### src/rtl/instruction_decode_pkg.sv
// Purpose: shared DLX definitions for the ID stage: widths, opcodes, control word layout, decoder.
// Ports:   none (package).
// Notes:   the control word layout is {reg_write,mem_read,mem_write,mem_to_reg,alu_src,reg_dst,alu_op[1:0]}.
package instruction_decode_pkg;

    localparam int DATA_W     = 32;
    localparam int PC_W       = 10;
    localparam int REG_ADDR_W = 5;
    localparam int INSTR_W    = 32;

    localparam logic [5:0] OP_RTYPE = 6'h00;
    localparam logic [5:0] OP_J     = 6'h02;
    localparam logic [5:0] OP_BEQ   = 6'h04;
    localparam logic [5:0] OP_BNE   = 6'h05;
    localparam logic [5:0] OP_ADDI  = 6'h08;
    localparam logic [5:0] OP_LW    = 6'h23;
    localparam logic [5:0] OP_SW    = 6'h2B;

    localparam logic [1:0] ALU_OP_ADD   = 2'b00;
    localparam logic [1:0] ALU_OP_RTYPE = 2'b10;

    typedef struct packed {
        logic       reg_write;
        logic       mem_read;
        logic       mem_write;
        logic       mem_to_reg;
        logic       alu_src;
        logic       reg_dst;
        logic [1:0] alu_op;
    } ctrl_t;

    localparam ctrl_t CTRL_NOP = '0;

    // Branches and jumps are finished in ID, so they carry no work into EX.
    // The all-zero word is the canonical NOP even though its opcode is R-type.
    function automatic ctrl_t decode_ctrl(input logic [INSTR_W-1:0] instr);
        ctrl_t c;
        c = CTRL_NOP;
        if (instr != '0) begin
            case (instr[31:26])
                OP_RTYPE: begin
                    c.reg_write = 1'b1;
                    c.reg_dst   = 1'b1;
                    c.alu_op    = ALU_OP_RTYPE;
                end
                OP_ADDI: begin
                    c.reg_write = 1'b1;
                    c.alu_src   = 1'b1;
                    c.alu_op    = ALU_OP_ADD;
                end
                OP_LW: begin
                    c.reg_write  = 1'b1;
                    c.mem_read   = 1'b1;
                    c.mem_to_reg = 1'b1;
                    c.alu_src    = 1'b1;
                    c.alu_op     = ALU_OP_ADD;
                end
                OP_SW: begin
                    c.mem_write = 1'b1;
                    c.alu_src   = 1'b1;
                    c.alu_op    = ALU_OP_ADD;
                end
                default: c = CTRL_NOP;
            endcase
        end
        return c;
    endfunction

endpackage

### src/rtl/instruction_decode_if.sv
// Purpose: bundles the IF->ID inputs, WB/MEM feedback, redirect/stall outputs and the ID/EX latch.
// Ports:   master = ID stage (drives redirect/stall and idex_*), slave = surrounding pipeline.
// Notes:   clock and reset are plain ports on the modules, not part of this bundle.
interface instruction_decode_if;
    import instruction_decode_pkg::*;

    logic [INSTR_W-1:0]    instruc_reg;
    logic [PC_W-1:0]       PC_plus_1;
    logic                  wb_reg_write;
    logic [REG_ADDR_W-1:0] wb_addr;
    logic [DATA_W-1:0]     wb_data;
    logic                  exmem_reg_write;
    logic [REG_ADDR_W-1:0] exmem_rd;

    logic                  PC_sel;
    logic [PC_W-1:0]       jump_address;
    logic                  pc_stall;

    ctrl_t                 idex_ctrl;
    logic [DATA_W-1:0]     idex_rs_data;
    logic [DATA_W-1:0]     idex_rt_data;
    logic [DATA_W-1:0]     idex_imm;
    logic [REG_ADDR_W-1:0] idex_rt;
    logic [REG_ADDR_W-1:0] idex_rd;
    logic [PC_W-1:0]       idex_pc_plus_1;

    modport master (
        input  instruc_reg, PC_plus_1, wb_reg_write, wb_addr, wb_data,
               exmem_reg_write, exmem_rd,
        output PC_sel, jump_address, pc_stall,
               idex_ctrl, idex_rs_data, idex_rt_data, idex_imm,
               idex_rt, idex_rd, idex_pc_plus_1
    );

    modport slave (
        output instruc_reg, PC_plus_1, wb_reg_write, wb_addr, wb_data,
               exmem_reg_write, exmem_rd,
        input  PC_sel, jump_address, pc_stall,
               idex_ctrl, idex_rs_data, idex_rt_data, idex_imm,
               idex_rt, idex_rd, idex_pc_plus_1
    );

endinterface

### src/rtl/instruction_decode_register_file.sv
// Purpose: 32x32 register file, 2 async read ports, 1 write port, r0 hard-wired to zero.
// Ports:   clock/reset, rs/rt read address+data, WB write enable/address/data.
// Notes:   reads see a same-cycle WB write (write-through bypass); async reset clears all entries.
module instruction_decode_register_file
    import instruction_decode_pkg::*;
(
    input  logic                  clock,
    input  logic                  reset,
    input  logic [REG_ADDR_W-1:0] rs_addr,
    input  logic [REG_ADDR_W-1:0] rt_addr,
    output logic [DATA_W-1:0]     rs_data,
    output logic [DATA_W-1:0]     rt_data,
    input  logic                  wr_en,
    input  logic [REG_ADDR_W-1:0] wr_addr,
    input  logic [DATA_W-1:0]     wr_data
);

    logic [DATA_W-1:0] regs [2**REG_ADDR_W];

    always_ff @(posedge clock or posedge reset) begin
        if (reset) begin
            for (int i = 0; i < 2**REG_ADDR_W; i++) begin
                regs[i] <= '0;
            end
        end else if (wr_en && (wr_addr != '0)) begin
            regs[wr_addr] <= wr_data;
        end
    end

    always_comb begin
        rs_data = '0;
        rt_data = '0;
        if (rs_addr != '0) begin
            rs_data = (wr_en && (wr_addr == rs_addr)) ? wr_data : regs[rs_addr];
        end
        if (rt_addr != '0) begin
            rt_data = (wr_en && (wr_addr == rt_addr)) ? wr_data : regs[rt_addr];
        end
    end

endmodule

### src/rtl/instruction_decode.sv
// Purpose: DLX ID stage: decode, register read, beq/bne/j resolution, hazard stalls, ID/EX latch.
// Ports:   clock, reset (async, active-high), id (master modport of instruction_decode_if).
// Notes:   PC_sel/jump_address/pc_stall are combinational from the current instruction (0 cycles);
//          idex_* is registered every cycle (1 cycle); a stall inserts a bubble and holds IF.
module instruction_decode
    import instruction_decode_pkg::*;
(
    input  logic                  clock,
    input  logic                  reset,
    instruction_decode_if.master  id
);

    logic [5:0]            opcode;
    logic [REG_ADDR_W-1:0] rs;
    logic [REG_ADDR_W-1:0] rt;
    logic [REG_ADDR_W-1:0] rd;
    logic [DATA_W-1:0]     imm_ext;
    logic [DATA_W-1:0]     rs_data;
    logic [DATA_W-1:0]     rt_data;
    ctrl_t                 dec_ctrl;
    logic                  is_beq;
    logic                  is_bne;
    logic                  is_j;
    logic                  squash_q;
    logic [REG_ADDR_W-1:0] ex_dest;
    logic                  load_use;
    logic                  br_hazard;
    logic                  stall;
    logic                  taken;
    logic [PC_W-1:0]       br_target;
    logic [PC_W-1:0]       target;

    assign opcode   = id.instruc_reg[31:26];
    assign rs       = id.instruc_reg[25:21];
    assign rt       = id.instruc_reg[20:16];
    assign rd       = id.instruc_reg[15:11];
    assign imm_ext  = {{(DATA_W-16){id.instruc_reg[15]}}, id.instruc_reg[15:0]};
    assign dec_ctrl = decode_ctrl(id.instruc_reg);
    assign is_beq   = (opcode == OP_BEQ);
    assign is_bne   = (opcode == OP_BNE);
    assign is_j     = (opcode == OP_J);

    instruction_decode_register_file u_regfile (
        .clock   (clock),
        .reset   (reset),
        .rs_addr (rs),
        .rt_addr (rt),
        .rs_data (rs_data),
        .rt_data (rt_data),
        .wr_en   (id.wb_reg_write),
        .wr_addr (id.wb_addr),
        .wr_data (id.wb_data)
    );

    // Hazard unit and branch resolution. A squashed (wrong-path) instruction is
    // inert: it cannot stall and cannot redirect. A stall always wins over a
    // branch decision because the compare would use stale operands.
    always_comb begin
        ex_dest   = id.idex_ctrl.reg_dst ? id.idex_rd : id.idex_rt;
        load_use  = id.idex_ctrl.mem_read && (id.idex_rt != '0) &&
                    ((id.idex_rt == rs) || (id.idex_rt == rt));
        br_hazard = 1'b0;
        if (is_beq || is_bne) begin
            if (id.idex_ctrl.reg_write && (ex_dest != '0) &&
                ((ex_dest == rs) || (ex_dest == rt))) begin
                br_hazard = 1'b1;
            end
            if (id.exmem_reg_write && (id.exmem_rd != '0) &&
                ((id.exmem_rd == rs) || (id.exmem_rd == rt))) begin
                br_hazard = 1'b1;
            end
        end
        stall     = !squash_q && (load_use || br_hazard);
        br_target = id.PC_plus_1 + imm_ext[PC_W-1:0];
        target    = is_j ? id.instruc_reg[PC_W-1:0] : br_target;
        taken     = !squash_q && !stall &&
                    ((is_beq && (rs_data == rt_data)) ||
                     (is_bne && (rs_data != rt_data)) ||
                     is_j);
    end

    assign id.PC_sel       = !taken;
    assign id.jump_address = taken ? target : '0;
    assign id.pc_stall     = stall;

    // The instruction fetched right after a taken redirect is on the wrong path.
    always_ff @(posedge clock or posedge reset) begin
        if (reset) begin
            squash_q <= 1'b0;
        end else begin
            squash_q <= taken;
        end
    end

    // ID/EX latch: a bubble only clears ctrl; the data fields carry along.
    always_ff @(posedge clock or posedge reset) begin
        if (reset) begin
            id.idex_ctrl      <= CTRL_NOP;
            id.idex_rs_data   <= '0;
            id.idex_rt_data   <= '0;
            id.idex_imm       <= '0;
            id.idex_rt        <= '0;
            id.idex_rd        <= '0;
            id.idex_pc_plus_1 <= '0;
        end else begin
            id.idex_ctrl      <= (squash_q || stall) ? CTRL_NOP : dec_ctrl;
            id.idex_rs_data   <= rs_data;
            id.idex_rt_data   <= rt_data;
            id.idex_imm       <= imm_ext;
            id.idex_rt        <= rt;
            id.idex_rd        <= rd;
            id.idex_pc_plus_1 <= id.PC_plus_1;
        end
    end

endmodule

### src/flat_wrapper.sv
// flat-port wrapper written by rule: the top's interface ports become plain ports
module instruction_decode_flat import instruction_decode_pkg::*;
  (clock, reset, id_instruc_reg, id_PC_plus_1, id_wb_reg_write, id_wb_addr, id_wb_data, id_exmem_reg_write, id_exmem_rd, id_PC_sel, id_jump_address, id_pc_stall, id_idex_ctrl, id_idex_rs_data, id_idex_rt_data, id_idex_imm, id_idex_rt, id_idex_rd, id_idex_pc_plus_1);
  instruction_decode_if id_i ();
  input  logic clock;
  input  logic reset;
  input wire logic [$bits(id_i.instruc_reg)-1:0] id_instruc_reg;
  input wire logic [$bits(id_i.PC_plus_1)-1:0] id_PC_plus_1;
  input wire logic [$bits(id_i.wb_reg_write)-1:0] id_wb_reg_write;
  input wire logic [$bits(id_i.wb_addr)-1:0] id_wb_addr;
  input wire logic [$bits(id_i.wb_data)-1:0] id_wb_data;
  input wire logic [$bits(id_i.exmem_reg_write)-1:0] id_exmem_reg_write;
  input wire logic [$bits(id_i.exmem_rd)-1:0] id_exmem_rd;
  output wire logic [$bits(id_i.PC_sel)-1:0] id_PC_sel;
  output wire logic [$bits(id_i.jump_address)-1:0] id_jump_address;
  output wire logic [$bits(id_i.pc_stall)-1:0] id_pc_stall;
  output wire logic [$bits(id_i.idex_ctrl)-1:0] id_idex_ctrl;
  output wire logic [$bits(id_i.idex_rs_data)-1:0] id_idex_rs_data;
  output wire logic [$bits(id_i.idex_rt_data)-1:0] id_idex_rt_data;
  output wire logic [$bits(id_i.idex_imm)-1:0] id_idex_imm;
  output wire logic [$bits(id_i.idex_rt)-1:0] id_idex_rt;
  output wire logic [$bits(id_i.idex_rd)-1:0] id_idex_rd;
  output wire logic [$bits(id_i.idex_pc_plus_1)-1:0] id_idex_pc_plus_1;
  assign id_i.instruc_reg = id_instruc_reg;
  assign id_i.PC_plus_1 = id_PC_plus_1;
  assign id_i.wb_reg_write = id_wb_reg_write;
  assign id_i.wb_addr = id_wb_addr;
  assign id_i.wb_data = id_wb_data;
  assign id_i.exmem_reg_write = id_exmem_reg_write;
  assign id_i.exmem_rd = id_exmem_rd;
  assign id_PC_sel = id_i.PC_sel;
  assign id_jump_address = id_i.jump_address;
  assign id_pc_stall = id_i.pc_stall;
  assign id_idex_ctrl = id_i.idex_ctrl;
  assign id_idex_rs_data = id_i.idex_rs_data;
  assign id_idex_rt_data = id_i.idex_rt_data;
  assign id_idex_imm = id_i.idex_imm;
  assign id_idex_rt = id_i.idex_rt;
  assign id_idex_rd = id_i.idex_rd;
  assign id_idex_pc_plus_1 = id_i.idex_pc_plus_1;
  instruction_decode u_core (.clock(clock), .reset(reset), .id(id_i));
endmodule
### config.mk
export PLATFORM = sky130hd
export DESIGN_NAME = instruction_decode_flat
export DESIGN_NICKNAME = d
export VERILOG_FILES = /design/src/rtl/instruction_decode_pkg.sv /design/src/rtl/instruction_decode_if.sv /design/src/rtl/instruction_decode_register_file.sv /design/src/rtl/instruction_decode.sv /design/src/flat_wrapper.sv
export SDC_FILE = /design/constraint.sdc
export NUM_CORES = 2
export LEC_CHECK = 0
export ABC_AREA = 1
export BUFFER_PORTS_ARGS = -buffer_cell sky130_fd_sc_hd__buf_2
export CAP_MARGIN = 25
export CORE_UTILIZATION = 56
export CTS_BUF_LIST = sky130_fd_sc_hd__clkbuf_8
export CTS_CLUSTER_DIAMETER = 200
export DETAILED_ROUTE_END_ITERATION = 8
export PLACE_DENSITY_LB_ADDON = 0.08
export SLEW_MARGIN = 20
export SYNTH_ARGS = -nofsm -noshare
export SYNTH_HDL_FRONTEND = slang
export SYNTH_HIERARCHICAL = 1
export SYNTH_SLANG_ARGS = --single-unit
export TNS_END_PERCENT = 50
### constraint.sdc
create_clock -name clock -period 73.4 [get_ports clock]
set_clock_uncertainty 0.1 [all_clocks]
set_input_delay 3.67 -clock clock [delete_from_list [all_inputs] [get_ports clock]]
set_output_delay 3.67 -clock clock [all_outputs]
set_load 0.005 [all_outputs]
==> run metrics <==
CP Max Fanout=112; clk buf depth=3; synth unique cells=40; LEAKAGE=35.3 nW; mapped cell area=63900 µm²; cts hold-fix bufs=0; floorplan row count=123; number of setup buffers added after CTS=0; H-Tree Depth=4; Global Route Usage Sum=42.3%; final slew viol count=0; Detail Placement HPWL=137000 µm; Post-Syn Instances=9323; Core ar.=113000 µm²; Post-Syn Area per Cell=6.86 µm²; CTS sink count=1125; Switch Pwr=0.000606 W; Final setup violation count=0; Worst-Margin Slew=1.14 ns; clock latency on the worst-skew pair=0.92 ns; Routability Congestion=0.916; drt total wl=249000 µm; PwrDens=26.0 nW/µm²; global-route wire length before repair=372000 µm; Iter 0 DRT Violations=10.2k; final critical-path share of the clock period=18.8%; initial antenna violation count=29; setup TNS=0 ns; crit path time final=13.80 ns; part of the power in registers=44.1%; Initial Util=56.7%; RSZ-0062 raised after global routing=no; Gate power share=21.8%; Finished Layout Cells=10.7k; die width=340 µm; Worst setup EP type=output pin; CTS root buf=clkbuf_8; Fmax=0.0724 GHz; Yosys reg bits=1125; CTS tree=yes; crit start category=primary input; Pre-antenna DRT Iters=9; drt via density=6.09; Vias=65.4k; Seq/Total Area, Yosys=44.0%; die area=116000 µm²; final-stage net count=9176; clock power share=34.1%; Buffers on Ports=222; vias in the first global route=59.6k; final-report hold violation count=0; number of synthesis warnings=6; Hold WC Path Type=reg2reg; Syn Nets=9421; slew margin rel.=24.1%; CTS resizes=0; largest net degree at the start of global routing=185; Die H=340 µm; CP Data Arrival Time=10.03 ns; # Max-Cap Violations=0; CP Class=in2out; placed cells=10.4k; Max VDD drop=20.4 µV; Internal Pwr Total=0.00120 W; Post-route DRC=0; # fillers=10.5k; Worst Path Required=69.63 ns; Antenna Violating Nets Remaining=0; WL per Instance=23.1 µm; Power, Total=0.00181 W; status=completed; share of layout cells above drive strength 1=8.05%; boundary pin count=224; TritonCTS Buffers=194; Sw Ratio=33.5%; Layout area overhead=8.70%; clock slew at reported path FFs=0.06 ns; grt ovf=0
state kept, by name, indices dropped and copies added, names as in the netlist, 4 cells and up:
| name | count |
|---|---|
| u_core/id.idex_rt | 5 |
| u_core/id.idex_rs_data | 32 |
| u_core/u_regfile/regs | 1024 |
| u_core/id.idex_imm | 12 |
| u_core/id.idex_rt_data | 32 |
| u_core/id.idex_rd | 4 |
| u_core/id.idex_ctrl | 5 |
| u_core/id.idex_pc_plus_1 | 10 |
worst max-delay path: stages:
cell	delay (ns)
buf_8	0.24
inv_8	0.62
buf_4	0.76
buf_4	0.81
nand2_1	0.12
nand3_1	0.10
nand3_1	0.09
nand3_1	0.14
nand3_1	0.11
nand2_1	0.25
a21oi_1	0.14
xnor2_1	0.18
nand2_1	0.07
nor2_1	0.49
nand2_1	0.12
nor2_1	0.38
nand2_1	0.17
nand2_1	0.08
nand2_1	0.06
nor2_1	0.74
nor2_1	0.16
inv_1	0.11
buf_2	0.11
worst paths after layout:
kind / from / endpoint / slack [ns] / cells past startpoint
min: u_core/u_regfile/regs[1010] / u_core/u_regfile/regs[1010] / 0.28 / 0
max: id_instruc_reg[21] / id_PC_sel / 59.60 / 23
max reg2reg: u_core/u_regfile/regs[417] / u_core/squash_q / 69.26 / 20
max in group asynchronous: reset / u_core/u_regfile/regs[473] / 66.57 / 6
min reg2reg: u_core/u_regfile/regs[1010] / u_core/u_regfile/regs[1010] / 0.28 / 0
min in group asynchronous: reset / u_core/id.idex_rs_data[17] / 2.81 / 2
area by class of cell:
class,instances,area [µm²],area share [%]
timing repair buffer,324,2190,3.15
tap,1500,1880,2.70
clock inverter,87,507,0.729
inverter,1008,3830,5.52
multi-input combinational,6425,29200,42.0
antenna,9,22.5,0.0324
sequential,1125,28200,40.5
clock buffer,270,3720,5.35
through the flow:
step                area (µm²)  utilization (%)  setup WS (ns)  hold slack, ns
floorplan                63900                -          40.81           0.329
global placement         65100             57.7          60.07           0.265
global route             69500             61.6          59.44           0.283
detailed placement       65200             57.8          60.01           0.266
finish                   69500             61.6          59.60           0.277
CTS                      69400             61.5          60.03           0.279
logic make-up (layout without fill, tap and decap cells):
family	count (synthesis)	after routing	synth area share [%]
xor gates and xnor gates	47	47	0.644
muxes	4	4	0.0626
buffers and inverters	1773	1689	10.6
and+or+nand+nor	4899	4899	32.2
other	1	10	0.00587
AOI/OAI and AO/OA	1464	1464	12.3
adders and majority gates	10	10	0.207
DFF	1125	1125	44.0
per-layer routing:
| layer | vias to the layer above | wire [µm] | global-route usage, % |
|---|---|---|---|
| met1 | 30400 | 96400 | 58.7 |
| met4 | 26 | 13900 | 20.8 |
| met2 | 4772 | 101000 | 60.5 |
| met3 | 925 | 36900 | 12.4 |
| met5 | - | 151 | 0 |
| li1 | 29300 | - | - |
Yosys cell counts:
library cell,number,area (µm²)
nor2_1,263,987
o22ai_1,6,37.5
inv_1,992,3720
inv_2,11,41.3
nor2_2,2,12.5
nand2_1,3029,11400
xor2_1,11,96.3
and3_1,1,6.26
nand3_1,1512,7570
o21ai_0,1052,5270
a21oi_2,1,8.76
buf_6,3,33.8
inv_6,1,8.76
nand4_1,9,56.3
clkinv_1,4,15.0
conb_1,1,3.75
ha_1,9,113
nor3_1,19,95.1
clkbuf_1,665,2500
fa_1,1,20.0
nor4_4,1,21.3
nand3b_1,2,15.0
buf_1,58,218
dfrtp_1,1125,28200
a21o_1,2,15.0
nor4_1,7,43.8
o211ai_1,196,1470
a21oi_1,126,631
nand3_4,1,17.5
or2_2,38,238
a31oi_1,1,6.26
buf_2,14,70.1
mux2i_1,4,40.0
buf_4,25,188
o21ai_1,78,390
or2_1,1,6.26
xnor2_1,36,315
o21a_1,2,15.0
nor3_2,10,100
nand2_2,4,25.0
cells in the final DEF (no fill, tap or decap), types with 6 or more instances in the layout:
master | netlist | final
nand2_1 | 3029 | 3003
nand3_1 | 1512 | 1510
dfrtp_1 | 1125 | 1125
o21ai_0 | 1052 | 1052
inv_1 | 992 | 1037
clkbuf_8 | 0 | 270
nor2_1 | 263 | 258
buf_2 | 14 | 214
o211ai_1 | 196 | 196
a21oi_1 | 126 | 126
buf_4 | 25 | 86
o21ai_1 | 78 | 78
or2_2 | 38 | 38
xnor2_1 | 36 | 36
clkinv_2 | 0 | 24
nor3_1 | 19 | 17
nand2_2 | 4 | 15
nand2_4 | 0 | 15
buf_12 | 0 | 14
nor3_2 | 10 | 12
inv_2 | 11 | 12
xor2_1 | 11 | 11
diode_2 | 0 | 9
nand4_1 | 9 | 9
ha_1 | 9 | 9
inv_8 | 0 | 7
nor4_1 | 7 | 7
nor2_4 | 0 | 6
o22ai_1 | 6 | 6
power groups by stage:
| stage | Combinational [W] | Clock [W] | Sequential [W] |
|---|---|---|---|
| 2_1_floorplan | 0.000283 | 0 | 0.000789 |
| 3_3_place_gp | 0.000373 | 0 | 0.000801 |
| 3_5_place_dp | 0.000383 | 0 | 0.000803 |
| 4_1_cts | 0.000385 | 0.000621 | 0.000793 |
| 5_1_grt | 0.000446 | 0.000650 | 0.000808 |
| 6_report | 0.000395 | 0.000616 | 0.000797 |
Note: power is estimated with default switching activity, not from simulation.
